## src/rtl/rgb_to_yuv_m1.sv

```systemverilog
// rgb_to_yuv_m1: frame-wide RGB->YUV converter over a 2-cycle-latency SRAM, one 4-pixel group at a time.
// Define RGB2YUV_CHROMA_AVG_EN to average even/odd chroma per pixel pair; otherwise the even pixel's chroma is used.
module rgb_to_yuv_m1 #(
  parameter logic [17:0] Y_OFFSET = 18'd0,
  parameter logic [17:0] U_OFFSET = 18'd38400,
  parameter logic [17:0] V_OFFSET = 18'd57600,
  parameter logic [17:0] RGB_OFFSET = 18'd146944,
  parameter int PIXEL_COUNT = 76800
) (
  input  logic        CLOCK_50_I,
  input  logic        Reset,
  input  logic        M1E_START,
  input  logic [15:0] SRAM_read_data,
  output logic [17:0] SRAM_ADDRESS_m1e,
  output logic [15:0] SRAM_write_data_m1e,
  output logic        SRAM_we_n_m1e,
  output logic        M1E_END
);
  typedef enum logic [2:0] {IDLE, FETCH, CALC, WRITE, DONE} state_t;
`ifdef RGB2YUV_CHROMA_AVG_EN
  localparam logic [3:0] CALC_LAST = 4'd11;
`else
  localparam logic [3:0] CALC_LAST = 4'd7;
`endif
  localparam logic [17:0] LAST_G = 18'(PIXEL_COUNT / 4 - 1);
  state_t state, state_n;
  logic [3:0] cnt;
  logic [17:0] grp, rd_ptr;
  logic [15:0] w [6];
  logic [7:0] y [4];
  logic [7:0] u [4];
  logic [7:0] v [4];
  logic [1:0] pix, kind, wk;
  logic [15:0] a0, a1, a2;
  logic [7:0] pr, pg, pb, res, ua, ub, va, vb;
  logic signed [31:0] cr, cg, cb, co, acc, sh;
  logic last_grp, calc_done, rd_go, wr_go;
  always_ff @(posedge CLOCK_50_I)
    if (Reset) state <= IDLE;
    else state <= state_n;
  always_comb begin
    state_n = state;
    case (state)
      IDLE:  state_n = M1E_START ? FETCH : IDLE;
      FETCH: state_n = cnt == 4'd7 ? CALC : FETCH;
      CALC:  state_n = calc_done ? WRITE : CALC;
      WRITE: state_n = cnt == 4'd3 ? (last_grp ? DONE : FETCH) : WRITE;
      DONE:  state_n = IDLE;
      default: state_n = IDLE;
    endcase
  end
  always_comb begin
    M1E_END = state == DONE;
    last_grp = grp == LAST_G;
    calc_done = state == CALC && cnt == CALC_LAST;
    rd_go = (state == FETCH && cnt < 4'd5) || (state == WRITE && cnt == 4'd3 && !last_grp);
    wr_go = calc_done || (state == WRITE && cnt != 4'd3);
    wk = state == CALC ? 2'd0 : cnt[1:0] + 2'd1;
  end
  // One output value per CALC cycle: Y for all four pixels first, then chroma.
`ifdef RGB2YUV_CHROMA_AVG_EN
  logic [2:0] j;
  always_comb begin
    j = 3'(cnt - 4'd4);
    pix = cnt < 4'd4 ? cnt[1:0] : {j[2], j[0]};
    kind = cnt < 4'd4 ? 2'd0 : j[1] ? 2'd2 : 2'd1;
    ua = 8'((9'(u[0]) + 9'(u[1]) + 9'd1) >> 1);
    ub = 8'((9'(u[2]) + 9'(u[3]) + 9'd1) >> 1);
    va = 8'((9'(v[0]) + 9'(v[1]) + 9'd1) >> 1);
    vb = 8'((9'(v[2]) + 9'(v[3]) + 9'd1) >> 1);
  end
`else
  always_comb begin
    pix = cnt[2] ? {cnt[1], 1'b0} : cnt[1:0];
    kind = cnt[2] ? (cnt[0] ? 2'd2 : 2'd1) : 2'd0;
    ua = u[0];
    ub = u[2];
    va = v[0];
    vb = v[2];
  end
`endif
  always_comb begin
    a0 = pix[1] ? w[3] : w[0];
    a1 = pix[1] ? w[4] : w[1];
    a2 = pix[1] ? w[5] : w[2];
    pr = pix[0] ? a1[7:0] : a0[15:8];
    pg = pix[0] ? a2[15:8] : a0[7:0];
    pb = pix[0] ? a2[7:0] : a1[15:8];
    cr = kind == 2'd0 ? 32'sd16843 : kind == 2'd1 ? -32'sd9699 : 32'sd28770;
    cg = kind == 2'd0 ? 32'sd33030 : kind == 2'd1 ? -32'sd19071 : -32'sd24117;
    cb = kind == 2'd0 ? 32'sd6423 : kind == 2'd1 ? 32'sd28770 : -32'sd4653;
    co = kind == 2'd0 ? 32'sd1081344 : 32'sd8421376;
    acc = cr * $signed({24'd0, pr}) + cg * $signed({24'd0, pg}) + cb * $signed({24'd0, pb}) + co;
    sh = acc >>> 16;
    res = sh < 0 ? 8'd0 : sh > 32'sd255 ? 8'd255 : sh[7:0];
  end
  always_ff @(posedge CLOCK_50_I) begin
    if (Reset) begin
      cnt <= 4'd0;
      grp <= 18'd0;
      rd_ptr <= 18'd0;
      SRAM_ADDRESS_m1e <= 18'd0;
      SRAM_write_data_m1e <= 16'd0;
      SRAM_we_n_m1e <= 1'b1;
      for (int i = 0; i < 6; i++) w[i] <= 16'd0;
      for (int i = 0; i < 4; i++) begin
        y[i] <= 8'd0;
        u[i] <= 8'd0;
        v[i] <= 8'd0;
      end
    end else begin
      cnt <= state_n != state ? 4'd0 : cnt + 4'd1;
      SRAM_we_n_m1e <= !wr_go;
      if (state == IDLE && M1E_START) begin
        grp <= 18'd0;
        SRAM_ADDRESS_m1e <= RGB_OFFSET;
        rd_ptr <= RGB_OFFSET + 18'd1;
      end else if (rd_go) begin
        SRAM_ADDRESS_m1e <= rd_ptr;
        rd_ptr <= rd_ptr + 18'd1;
      end else if (wr_go) begin
        SRAM_ADDRESS_m1e <= wk[1] ? (wk[0] ? V_OFFSET : U_OFFSET) + grp : Y_OFFSET + {grp[16:0], wk[0]};
        SRAM_write_data_m1e <= wk == 2'd0 ? {y[0], y[1]} : wk == 2'd1 ? {y[2], y[3]} : wk == 2'd2 ? {ua, ub} : {va, vb};
      end
      if (state == WRITE && cnt == 4'd3) grp <= grp + 18'd1;
      // Word k is addressed in FETCH cycle k and arrives two cycles later.
      if (state == FETCH && cnt >= 4'd2) w[3'(cnt - 4'd2)] <= SRAM_read_data;
      if (state == CALC) begin
        if (kind == 2'd0) y[pix] <= res;
        else if (kind == 2'd1) u[pix] <= res;
        else v[pix] <= res;
      end
    end
  end
endmodule
```

## config.mk

```make
export PLATFORM = sky130hd
export DESIGN_NAME = rgb_to_yuv_m1
export DESIGN_NICKNAME = d
export VERILOG_FILES = /design/src/rtl/rgb_to_yuv_m1.sv
export SDC_FILE = /design/constraint.sdc
export NUM_CORES = 1
export LEC_CHECK = 0
export CAP_MARGIN = 40
export CORE_ASPECT_RATIO = 1.1
export CORE_MARGIN = 2
export CORE_UTILIZATION = 45
export CTS_CLUSTER_DIAMETER = 100
export DETAILED_ROUTE_END_ITERATION = 12
export HOLD_SLACK_MARGIN = 0.03
export SLEW_MARGIN = 20
export SYNTH_ARGS = -nofsm -noshare
export SYNTH_HDL_FRONTEND = slang
export SYNTH_SLANG_ARGS = --single-unit
```

## constraint.sdc

```tcl
create_clock -name CLOCK_50_I -period 9.35 [get_ports CLOCK_50_I]
set_clock_uncertainty 0.15 [all_clocks]
set_input_delay 1.4025 -clock CLOCK_50_I [delete_from_list [all_inputs] [get_ports CLOCK_50_I]]
set_output_delay 1.4025 -clock CLOCK_50_I [all_outputs]
set_load 0.01 [all_outputs]
```

==> results of run 1 <==
-- path summary, 6_finish.rpt --
path | to | slack [ps]
hold reg to reg | SRAM_write_data_m1e[12] | 310
setup reg to reg | y[0][0] | 520
setup / recovery | y[0][0] | 520
hold / removal | SRAM_write_data_m1e[12] | 310
-- cell families after synthesis --
family | count (synthesis)
buffers and inverters | 651
adder cells (fa/ha/maj) | 545
XOR/XNOR | 39
AND/OR/NAND/NOR | 639
multiplexers | 49
AO/OA/AOI/OAI | 262
flip-flops | 238
-- cell type report --
cell class / count / area (um2)
Clock buffer: 30 / 654
Clock inverter: 10 / 103
Fill cell: 4952 / 26900
Inverter: 566 / 2120
Multi-Input combinational cell: 1534 / 15500
Sequential cell: 238 / 6370
Tap cell: 728 / 911
Timing Repair Buffer: 101 / 942
-- flip-flops by register name, indices dropped and copies added (netlist names) --
signal	flops
SRAM_write_data_m1e	16
w	96
SRAM_we_n_m1e	1
y	32
SRAM_ADDRESS_m1e	18
grp	18
v	16
cnt	4
rd_ptr	18
state	3
u	16
-- layer usage --
layer | vias to the layer above | wire, um | GRT usage (%)
li1 | 7827 | - | -
met1 | 8504 | 28100 | 32.4
met2 | 517 | 32200 | 42.0
met3 | 97 | 3300 | 2.51
met4 | 0 | 2040 | 8.32
met5 | - | 0 | 0
-- worst max-delay path, delay by kind of cell (launching register included) --
kind	cells	cell delay [ps]
fa+ha+maj	8	4090
simple gates	8	1810
buf+inv	10	1090
compound gates	3	690
mux	1	380
flops	1	350
-- per-stage QoR --
| stage | cells | setup WS, ps | cell area, um2 |
|---|---|---|---|
| 5_1_grt | 3207 | 17.8 | 26600 |
| 3_5_place_dp | 3158 | 272 | 25800 |
| 6_report | 3207 | 518 | 26600 |
| 2_1_floorplan | 2423 | 717 | 24300 |
| 3_3_place_gp | 3151 | 397 | 25700 |
| 4_1_cts | 3198 | 277 | 26500 |
-- placed cells by master, fill, tap and decap left out, types with 16 or more instances in the layout --
master / n
sky130_fd_sc_hd__and2_1: 62
sky130_fd_sc_hd__xnor2_1: 19
sky130_fd_sc_hd__clkdlybuf4s50_1: 53
sky130_fd_sc_hd__o21ai_0: 30
sky130_fd_sc_hd__a21oi_1: 98
sky130_fd_sc_hd__and3_1: 21
sky130_fd_sc_hd__dfxtp_1: 75
sky130_fd_sc_hd__mux2i_1: 24
sky130_fd_sc_hd__nand3_1: 44
sky130_fd_sc_hd__xor2_1: 19
sky130_fd_sc_hd__nor2_1: 227
sky130_fd_sc_hd__ha_1: 194
sky130_fd_sc_hd__buf_4: 41
sky130_fd_sc_hd__fa_1: 351
sky130_fd_sc_hd__a221oi_1: 16
sky130_fd_sc_hd__clkbuf_16: 25
sky130_fd_sc_hd__edfxtp_1: 160
sky130_fd_sc_hd__nand2_1: 165
sky130_fd_sc_hd__mux4_2: 23
sky130_fd_sc_hd__inv_1: 565
sky130_fd_sc_hd__nor3_1: 28
-- repair_timing --
item	4_1_cts	5_1_grt
setup buffers	0	8
setup endpoints to repair	0	64
gates resized for setup	0	0
==> impl_metrics.prom, run 1 <==
# TYPE chip_impl_metric gauge
chip_impl_metric{name="floorplan.initialDensity",unit="%"} 45.4
chip_impl_metric{name="dr_total_vias",unit=""} 16900
chip_impl_info{name="yosysTopAreaCell",value="sky130_fd_sc_hd__fa_1"} 1
chip_impl_metric{name="worstHoldPathCells",unit=""} 2
chip_impl_metric{name="setup_tns",unit="ps"} 0
chip_impl_metric{name="max_freq",unit="GHz"} 0.113
chip_impl_metric{name="synth-adder-area-share",unit="%"} 38.9
chip_impl_metric{name="timing.max_cap.violations",unit=""} 0
chip_impl_info{name="rsz_0062_raised_after_global_routing",value="false"} 1
chip_impl_info{name="most_repeated_cell_in_the_gate_level_netlist_after_synthesis",value="sky130_fd_sc_hd__inv_1"} 1
chip_impl_metric{name="finish.utilization",unit="%"} 49.7
chip_impl_info{name="ys_top_cells_by_count",value="sky130_fd_sc_hd__inv_1, sky130_fd_sc_hd__fa_1, sky130_fd_sc_hd__nor2_1, sky130_fd_sc_hd__ha_1, sky130_fd_sc_hd__nand2_1"} 1
chip_impl_info{name="clockRootBuffer",value="sky130_fd_sc_hd__clkbuf_16"} 1
chip_impl_info{name="critical_path.endpoint_type",value="flop"} 1
chip_impl_metric{name="grt_pass1_vias",unit=""} 18000
chip_impl_metric{name="postSynthCellCount",unit=""} 2423
chip_impl_metric{name="dieArea",unit="um2"} 55900
chip_impl_info{name="critPathSlowestCell",value="sky130_fd_sc_hd__fa_1"} 1
chip_impl_info{name="setup.worst_path.start_class",value="flop"} 1
chip_impl_info{name="tritoncts",value="built"} 1
chip_impl_info{name="worst-setup-path-type",value="flop to flop"} 1
chip_impl_metric{name="drt_first_iter_violations",unit=""} 1193
chip_impl_metric{name="synth_cell_types",unit=""} 77
chip_impl_metric{name="number_of_flip_flops_and_latches_in_the_synthesized_netlist",unit=""} 238
chip_impl_metric{name="post_synth_mux_area_share",unit="%"} 3.23
chip_impl_metric{name="synth_simple_gate_area_share",unit="%"} 12.9
chip_impl_metric{name="core.rowCount",unit=""} 89
chip_impl_metric{name="numClockSinks",unit=""} 238
chip_impl_metric{name="pin_slew_with_the_least_headroom_to_its_limit",unit="ps"} 846
chip_impl_metric{name="flow.area_growth_from_synthesis",unit="%"} 9.49
chip_impl_metric{name="worst_slew_margin_rel",unit="%"} 43.6
chip_impl_metric{name="synthArstFlopShare",unit="%"} 0
chip_impl_metric{name="pin_count",unit=""} 55
chip_impl_info{name="outcome",value="finished, final reports clean"} 1
chip_impl_metric{name="final.period_utilization",unit="%"} 94.5
chip_impl_metric{name="first_pass_grt_wire_length",unit="um"} 104000
chip_impl_metric{name="cts_buffer_depth",unit=""} 3
chip_impl_metric{name="grt_overflow",unit=""} 0
chip_impl_metric{name="placeableCoreArea",unit="um2"} 53600
chip_impl_metric{name="slowest_delay",unit="ps"} 770
chip_impl_metric{name="final_net_count",unit=""} 3027
chip_impl_metric{name="maxSlewViolCount",unit=""} 0
chip_impl_metric{name="synth_seq_area_share",unit="%"} 26.2
chip_impl_metric{name="final-setup-viol-count",unit=""} 0
chip_impl_metric{name="die_width",unit="um"} 226
chip_impl_metric{name="fp.dieH",unit="um"} 248
chip_impl_metric{name="synth.avg_cell_area",unit="um2"} 10.0
chip_impl_metric{name="worstSkewPairLatency",unit="ps"} 520
chip_impl_info{name="synth_top_family_by_area",value="adder cells"} 1
chip_impl_metric{name="critical_path_required",unit="ps"} 9470
chip_impl_metric{name="final_layout_size_suffix_gt1_share",unit="%"} 5.73
chip_impl_metric{name="post_drt_wl_per_cell",unit="um"} 20.5
chip_impl_metric{name="postRouteWirelength",unit="um"} 65600
chip_impl_metric{name="synthesis.nets",unit=""} 2987
chip_impl_metric{name="cts_made_buffers",unit=""} 22
chip_impl_metric{name="drtPass1Iterations",unit=""} 5
chip_impl_metric{name="whs",unit="ps"} 312
chip_impl_metric{name="place_congestion",unit=""} 0.931
chip_impl_metric{name="synth-xor-area-share",unit="%"} 1.48
chip_impl_metric{name="r2r_cells",unit=""} 30
chip_impl_metric{name="detail_route.drc_violations",unit=""} 0
chip_impl_info{name="timing.hold.worst.class",value="flop to flop"} 1
chip_impl_metric{name="crit_arrival",unit="ps"} 8950
chip_impl_info{name="holdCritStartpoint",value="SRAM_write_data_m1e[12]"} 1
chip_impl_metric{name="synth_compound_area_share",unit="%"} 7.26
chip_impl_metric{name="antenna_cells",unit=""} 0
chip_impl_metric{name="synthDominantCellAreaShare",unit="%"} 28.9
chip_impl_info{name="setup.worst_path.start",value="cnt[0]"} 1
chip_impl_metric{name="edff_count_synth",unit=""} 160
chip_impl_info{name="worstReg2RegStart",value="cnt[0]"} 1
chip_impl_metric{name="timing.final.crit_period",unit="ps"} 8830
chip_impl_metric{name="gr-usage-all-layers",unit="%"} 24.4
chip_impl_metric{name="syn_area",unit="um2"} 24300
chip_impl_info{name="synth_area_leaders",value="sky130_fd_sc_hd__fa_1, sky130_fd_sc_hd__edfxtp_1, sky130_fd_sc_hd__ha_1, sky130_fd_sc_hd__inv_1, sky130_fd_sc_hd__dfxtp_1"} 1
chip_impl_metric{name="synth_warnings",unit=""} 0
chip_impl_metric{name="pin_count_of_the_biggest_net_entering_global_routing",unit=""} 54
chip_impl_metric{name="hold_viol",unit=""} 0
chip_impl_metric{name="place.detailed.hpwl",unit="um"} 54100
chip_impl_metric{name="antenna_violations_before_repair",unit=""} 0
chip_impl_metric{name="clkTransAtPathRegs",unit="ps"} 70
chip_impl_info{name="crit_top_cell",value="sky130_fd_sc_hd__inv_1"} 1
chip_impl_metric{name="drt_antenna_net_count",unit=""} 0
chip_impl_info{name="synthFlopType",value="sky130_fd_sc_hd__edfxtp_1"} 1
chip_impl_metric{name="cts-htree-levels",unit=""} 1
chip_impl_metric{name="timing.critical_path.fanout_max",unit=""} 16
chip_impl_metric{name="via_per_inst",unit=""} 5.28
chip_impl_metric{name="port-buffer-count",unit=""} 54
chip_impl_metric{name="post_cts_hold_buffer_count",unit=""} 0
Power of run 1 is not shown: default switching activity piles up to over one toggle a cycle in this logic, so the estimate is an artifact.
==> run 2, diff against run 1 <==
==> constraint.sdc (replaced) <==
create_clock -name CLOCK_50_I -period 8.23 [get_ports CLOCK_50_I]
set_clock_uncertainty 0.15 [all_clocks]
set_input_delay 1.2345 -clock CLOCK_50_I [delete_from_list [all_inputs] [get_ports CLOCK_50_I]]
set_output_delay 1.2345 -clock CLOCK_50_I [all_outputs]
set_load 0.01 [all_outputs]
==> run 2 against run 1 <==
  * Utilization rose by 4.7 points
  * Register-to-register slack got worse by 340 ps
  * Sequential share of layout area fell by 2.0 points
  * Critical endpoint is now u[2][0]
  * First-iteration DRC count fell by 11%
  * Final cell count rose by 6.7%
  * Critical path depth fell by 5
  * Die area did not move
==> impl_metrics.prom, run 2 (synthesized netlist as in run 1, its figures left out) <==
# TYPE chip_impl_metric gauge
chip_impl_info{name="commonest_cells_after_routing_fill_and_taps_aside",value="sky130_fd_sc_hd__inv_1, sky130_fd_sc_hd__fa_1, sky130_fd_sc_hd__buf_4, sky130_fd_sc_hd__nor2_1, sky130_fd_sc_hd__ha_1"} 1
chip_impl_metric{name="worstSkewPairLatency",unit="ps"} 520
chip_impl_info{name="worst-setup-path-type",value="flop to flop"} 1
chip_impl_metric{name="clkTransAtPathRegs",unit="ps"} 70
chip_impl_metric{name="numClockSinks",unit=""} 238
chip_impl_metric{name="port-buffer-count",unit=""} 54
chip_impl_metric{name="final-setup-viol-count",unit=""} 0
chip_impl_metric{name="max_freq",unit="GHz"} 0.124
chip_impl_info{name="rr_endpoint",value="u[2][0]"} 1
chip_impl_metric{name="cp_num_cells",unit=""} 25
chip_impl_info{name="clockRootBuffer",value="sky130_fd_sc_hd__clkbuf_16"} 1
chip_impl_info{name="crit_top_cell",value="sky130_fd_sc_hd__fa_1"} 1
chip_impl_info{name="critPathSlowestCell",value="sky130_fd_sc_hd__mux4_2"} 1
chip_impl_metric{name="flow.area_growth_from_synthesis",unit="%"} 19.8
chip_impl_info{name="largestRegisters",value="w (96), y (32)"} 1
chip_impl_metric{name="slowest_delay",unit="ps"} 600
chip_impl_metric{name="antenna_cells",unit=""} 0
chip_impl_metric{name="place.detailed.hpwl",unit="um"} 56200
chip_impl_metric{name="finish.utilization",unit="%"} 54.4
chip_impl_metric{name="final.period_utilization",unit="%"} 97.8
chip_impl_metric{name="design_area",unit="um2"} 29100
chip_impl_metric{name="dieArea",unit="um2"} 55900
chip_impl_info{name="top_register_by_number_of_flip_flops",value="w"} 1
chip_impl_metric{name="drt_antenna_net_count",unit=""} 0
chip_impl_info{name="critical_path.endpoint_type",value="flop"} 1
chip_impl_metric{name="die_width",unit="um"} 226
chip_impl_metric{name="cts_buffer_depth",unit=""} 3
chip_impl_metric{name="timing.critical_path.fanout_max",unit=""} 8
chip_impl_info{name="outcome",value="finished, final reports clean"} 1
chip_impl_metric{name="first_pass_grt_wire_length",unit="um"} 107000
chip_impl_metric{name="final_layout_size_suffix_gt1_share",unit="%"} 18.8
chip_impl_metric{name="worst_slew_margin_rel",unit="%"} 44.7
chip_impl_metric{name="post_drt_wl_per_cell",unit="um"} 20.0
chip_impl_metric{name="place_congestion",unit=""} 0.939
chip_impl_metric{name="final_net_count",unit=""} 3244
chip_impl_info{name="mostFrequentLayoutCell",value="sky130_fd_sc_hd__inv_1"} 1
chip_impl_metric{name="dp_slack",unit="ps"} -136
chip_impl_metric{name="maxSlewViolCount",unit=""} 0
chip_impl_metric{name="pin_count_of_the_biggest_net_entering_global_routing",unit=""} 51
chip_impl_metric{name="pin_count",unit=""} 55
chip_impl_info{name="critical-path-top-delay-family",value="adder cells"} 1
chip_impl_info{name="timing.hold.worst.class",value="flop to flop"} 1
chip_impl_metric{name="cts-htree-levels",unit=""} 1
chip_impl_metric{name="worstHoldPathCells",unit=""} 2
chip_impl_metric{name="antenna_violations_before_repair",unit=""} 0
chip_impl_metric{name="grt_pass1_vias",unit=""} 19200
chip_impl_metric{name="reg2reg_setup_slack",unit="ps"} 180
chip_impl_info{name="setup.worst_path.start",value="cnt[1]"} 1
chip_impl_metric{name="largest_register_ffs",unit=""} 96
chip_impl_metric{name="r2r_cells",unit=""} 25
chip_impl_metric{name="drt_first_iter_violations",unit=""} 1064
chip_impl_metric{name="floorplan.initialDensity",unit="%"} 45.4
chip_impl_info{name="min_delay_worst_endpoint",value="SRAM_write_data_m1e[9]"} 1
chip_impl_info{name="setup.worst_path.start_class",value="flop"} 1
chip_impl_metric{name="fp.dieH",unit="um"} 248
chip_impl_metric{name="crit_arrival",unit="ps"} 8160
chip_impl_metric{name="placement.cell_area",unit="um2"} 27400
chip_impl_metric{name="post-route-worst-setup-slack",unit="ps"} 181
chip_impl_info{name="worstReg2RegStart",value="cnt[1]"} 1
chip_impl_metric{name="placeableCoreArea",unit="um2"} 53600
chip_impl_metric{name="pin_slew_with_the_least_headroom_to_its_limit",unit="ps"} 828
chip_impl_info{name="rsz_0062_raised_after_global_routing",value="true"} 1
chip_impl_metric{name="critical_path_required",unit="ps"} 8340
chip_impl_info{name="tritoncts",value="built"} 1
chip_impl_metric{name="dr_total_vias",unit=""} 17800
chip_impl_metric{name="via_per_inst",unit=""} 5.19
chip_impl_metric{name="grt_overflow",unit=""} 0
chip_impl_metric{name="timing.max_cap.violations",unit=""} 0
chip_impl_metric{name="timing.critical_path.buf_inv",unit=""} 7
chip_impl_info{name="holdCritStartpoint",value="SRAM_write_data_m1e[9]"} 1
chip_impl_metric{name="postRouteWirelength",unit="um"} 68600
chip_impl_metric{name="drtPass1Iterations",unit=""} 5
chip_impl_metric{name="gr-usage-all-layers",unit="%"} 25.2
chip_impl_metric{name="cts_made_buffers",unit=""} 22
chip_impl_metric{name="hold_viol",unit=""} 0
chip_impl_metric{name="detail_route.drc_violations",unit=""} 0
chip_impl_metric{name="core.rowCount",unit=""} 89
chip_impl_metric{name="timing.final.crit_period",unit="ps"} 8050
chip_impl_metric{name="post_cts_hold_buffer_count",unit=""} 0
run 2: changes by cell type in the layout (fill, tap and decap cells not counted), sizes merged:
cell      before  now
buf           48  264
inv          566  564
clkbuf        30   26
clkinvlp       0    4
bufinv         2    4
run 2: how the worst max path moves through the flow:
stage,slack [ps],endpoint
2_1_floorplan,10,u[0][6]
3_3_place_gp,-60,u[2][0]
3_5_place_dp,-140,v[2][2]
4_1_cts,2,u[2][0]
5_1_grt,-50,u[2][6]
6_report,180,u[2][0]
run 2: layer usage:
layer  GRT usage (%)  routed length, um  up-vias
li1                -                  -     8269
met1            32.7              29300     8917
met2            45.2              34200      460
met3            1.86               2680      114
met4            7.93               2370        0
met5               0                  0        -
run 2: what timing repair did:
item / in CTS / in global routing
gates resized for setup: 19 / 169
cloned: 0 / 1
pin swaps: 4 / 53
endpoints found under the hold margin: 0 / 0
setup endpoints to repair: 64 / 64
setup buffers: 1 / 21
run 2: layout make-up:
cell class	count	area, um2
Clock buffer	25	583
Multi-Input combinational cell	1534	16200
Tap cell	728	911
Timing Repair Buffer	318	2760
Fill cell	4694	24400
Sequential cell	238	6370
Inverter	566	2120
Clock inverter	14	180
run 2: metrics by stage:
step	std cells	TNS (ps)	hold WS, ps
after global routing	3423	-379	332
after CTS	3399	0	310
final	3423	0	309
after detailed placement	3359	-6840	301
after global placement	3354	-2270	290
after floorplan	2423	0	295
run 2: worst reg2reg max path, stage by stage (launching register included):
cell                       delay [ps]
sky130_fd_sc_hd__dfxtp_4          400
sky130_fd_sc_hd__buf_6            170
sky130_fd_sc_hd__mux4_2           600
sky130_fd_sc_hd__buf_12           180
sky130_fd_sc_hd__nor2b_1          140
sky130_fd_sc_hd__a221oi_2         290
sky130_fd_sc_hd__ha_1             340
sky130_fd_sc_hd__fa_1             590
sky130_fd_sc_hd__fa_1             450
sky130_fd_sc_hd__fa_1             560
sky130_fd_sc_hd__fa_1             430
sky130_fd_sc_hd__fa_1             490
sky130_fd_sc_hd__inv_1             50
sky130_fd_sc_hd__fa_1             520
sky130_fd_sc_hd__inv_1             50
sky130_fd_sc_hd__ha_1             290
sky130_fd_sc_hd__nand4_1          170
sky130_fd_sc_hd__buf_4            190
sky130_fd_sc_hd__or3_4            350
sky130_fd_sc_hd__and4b_1          210
sky130_fd_sc_hd__or3_4            360
sky130_fd_sc_hd__xnor2_4          160
sky130_fd_sc_hd__buf_12           160
sky130_fd_sc_hd__nor4_4           250
sky130_fd_sc_hd__buf_4            200
sky130_fd_sc_hd__nor2_1            60
Power of run 2 is left out for the same reason.
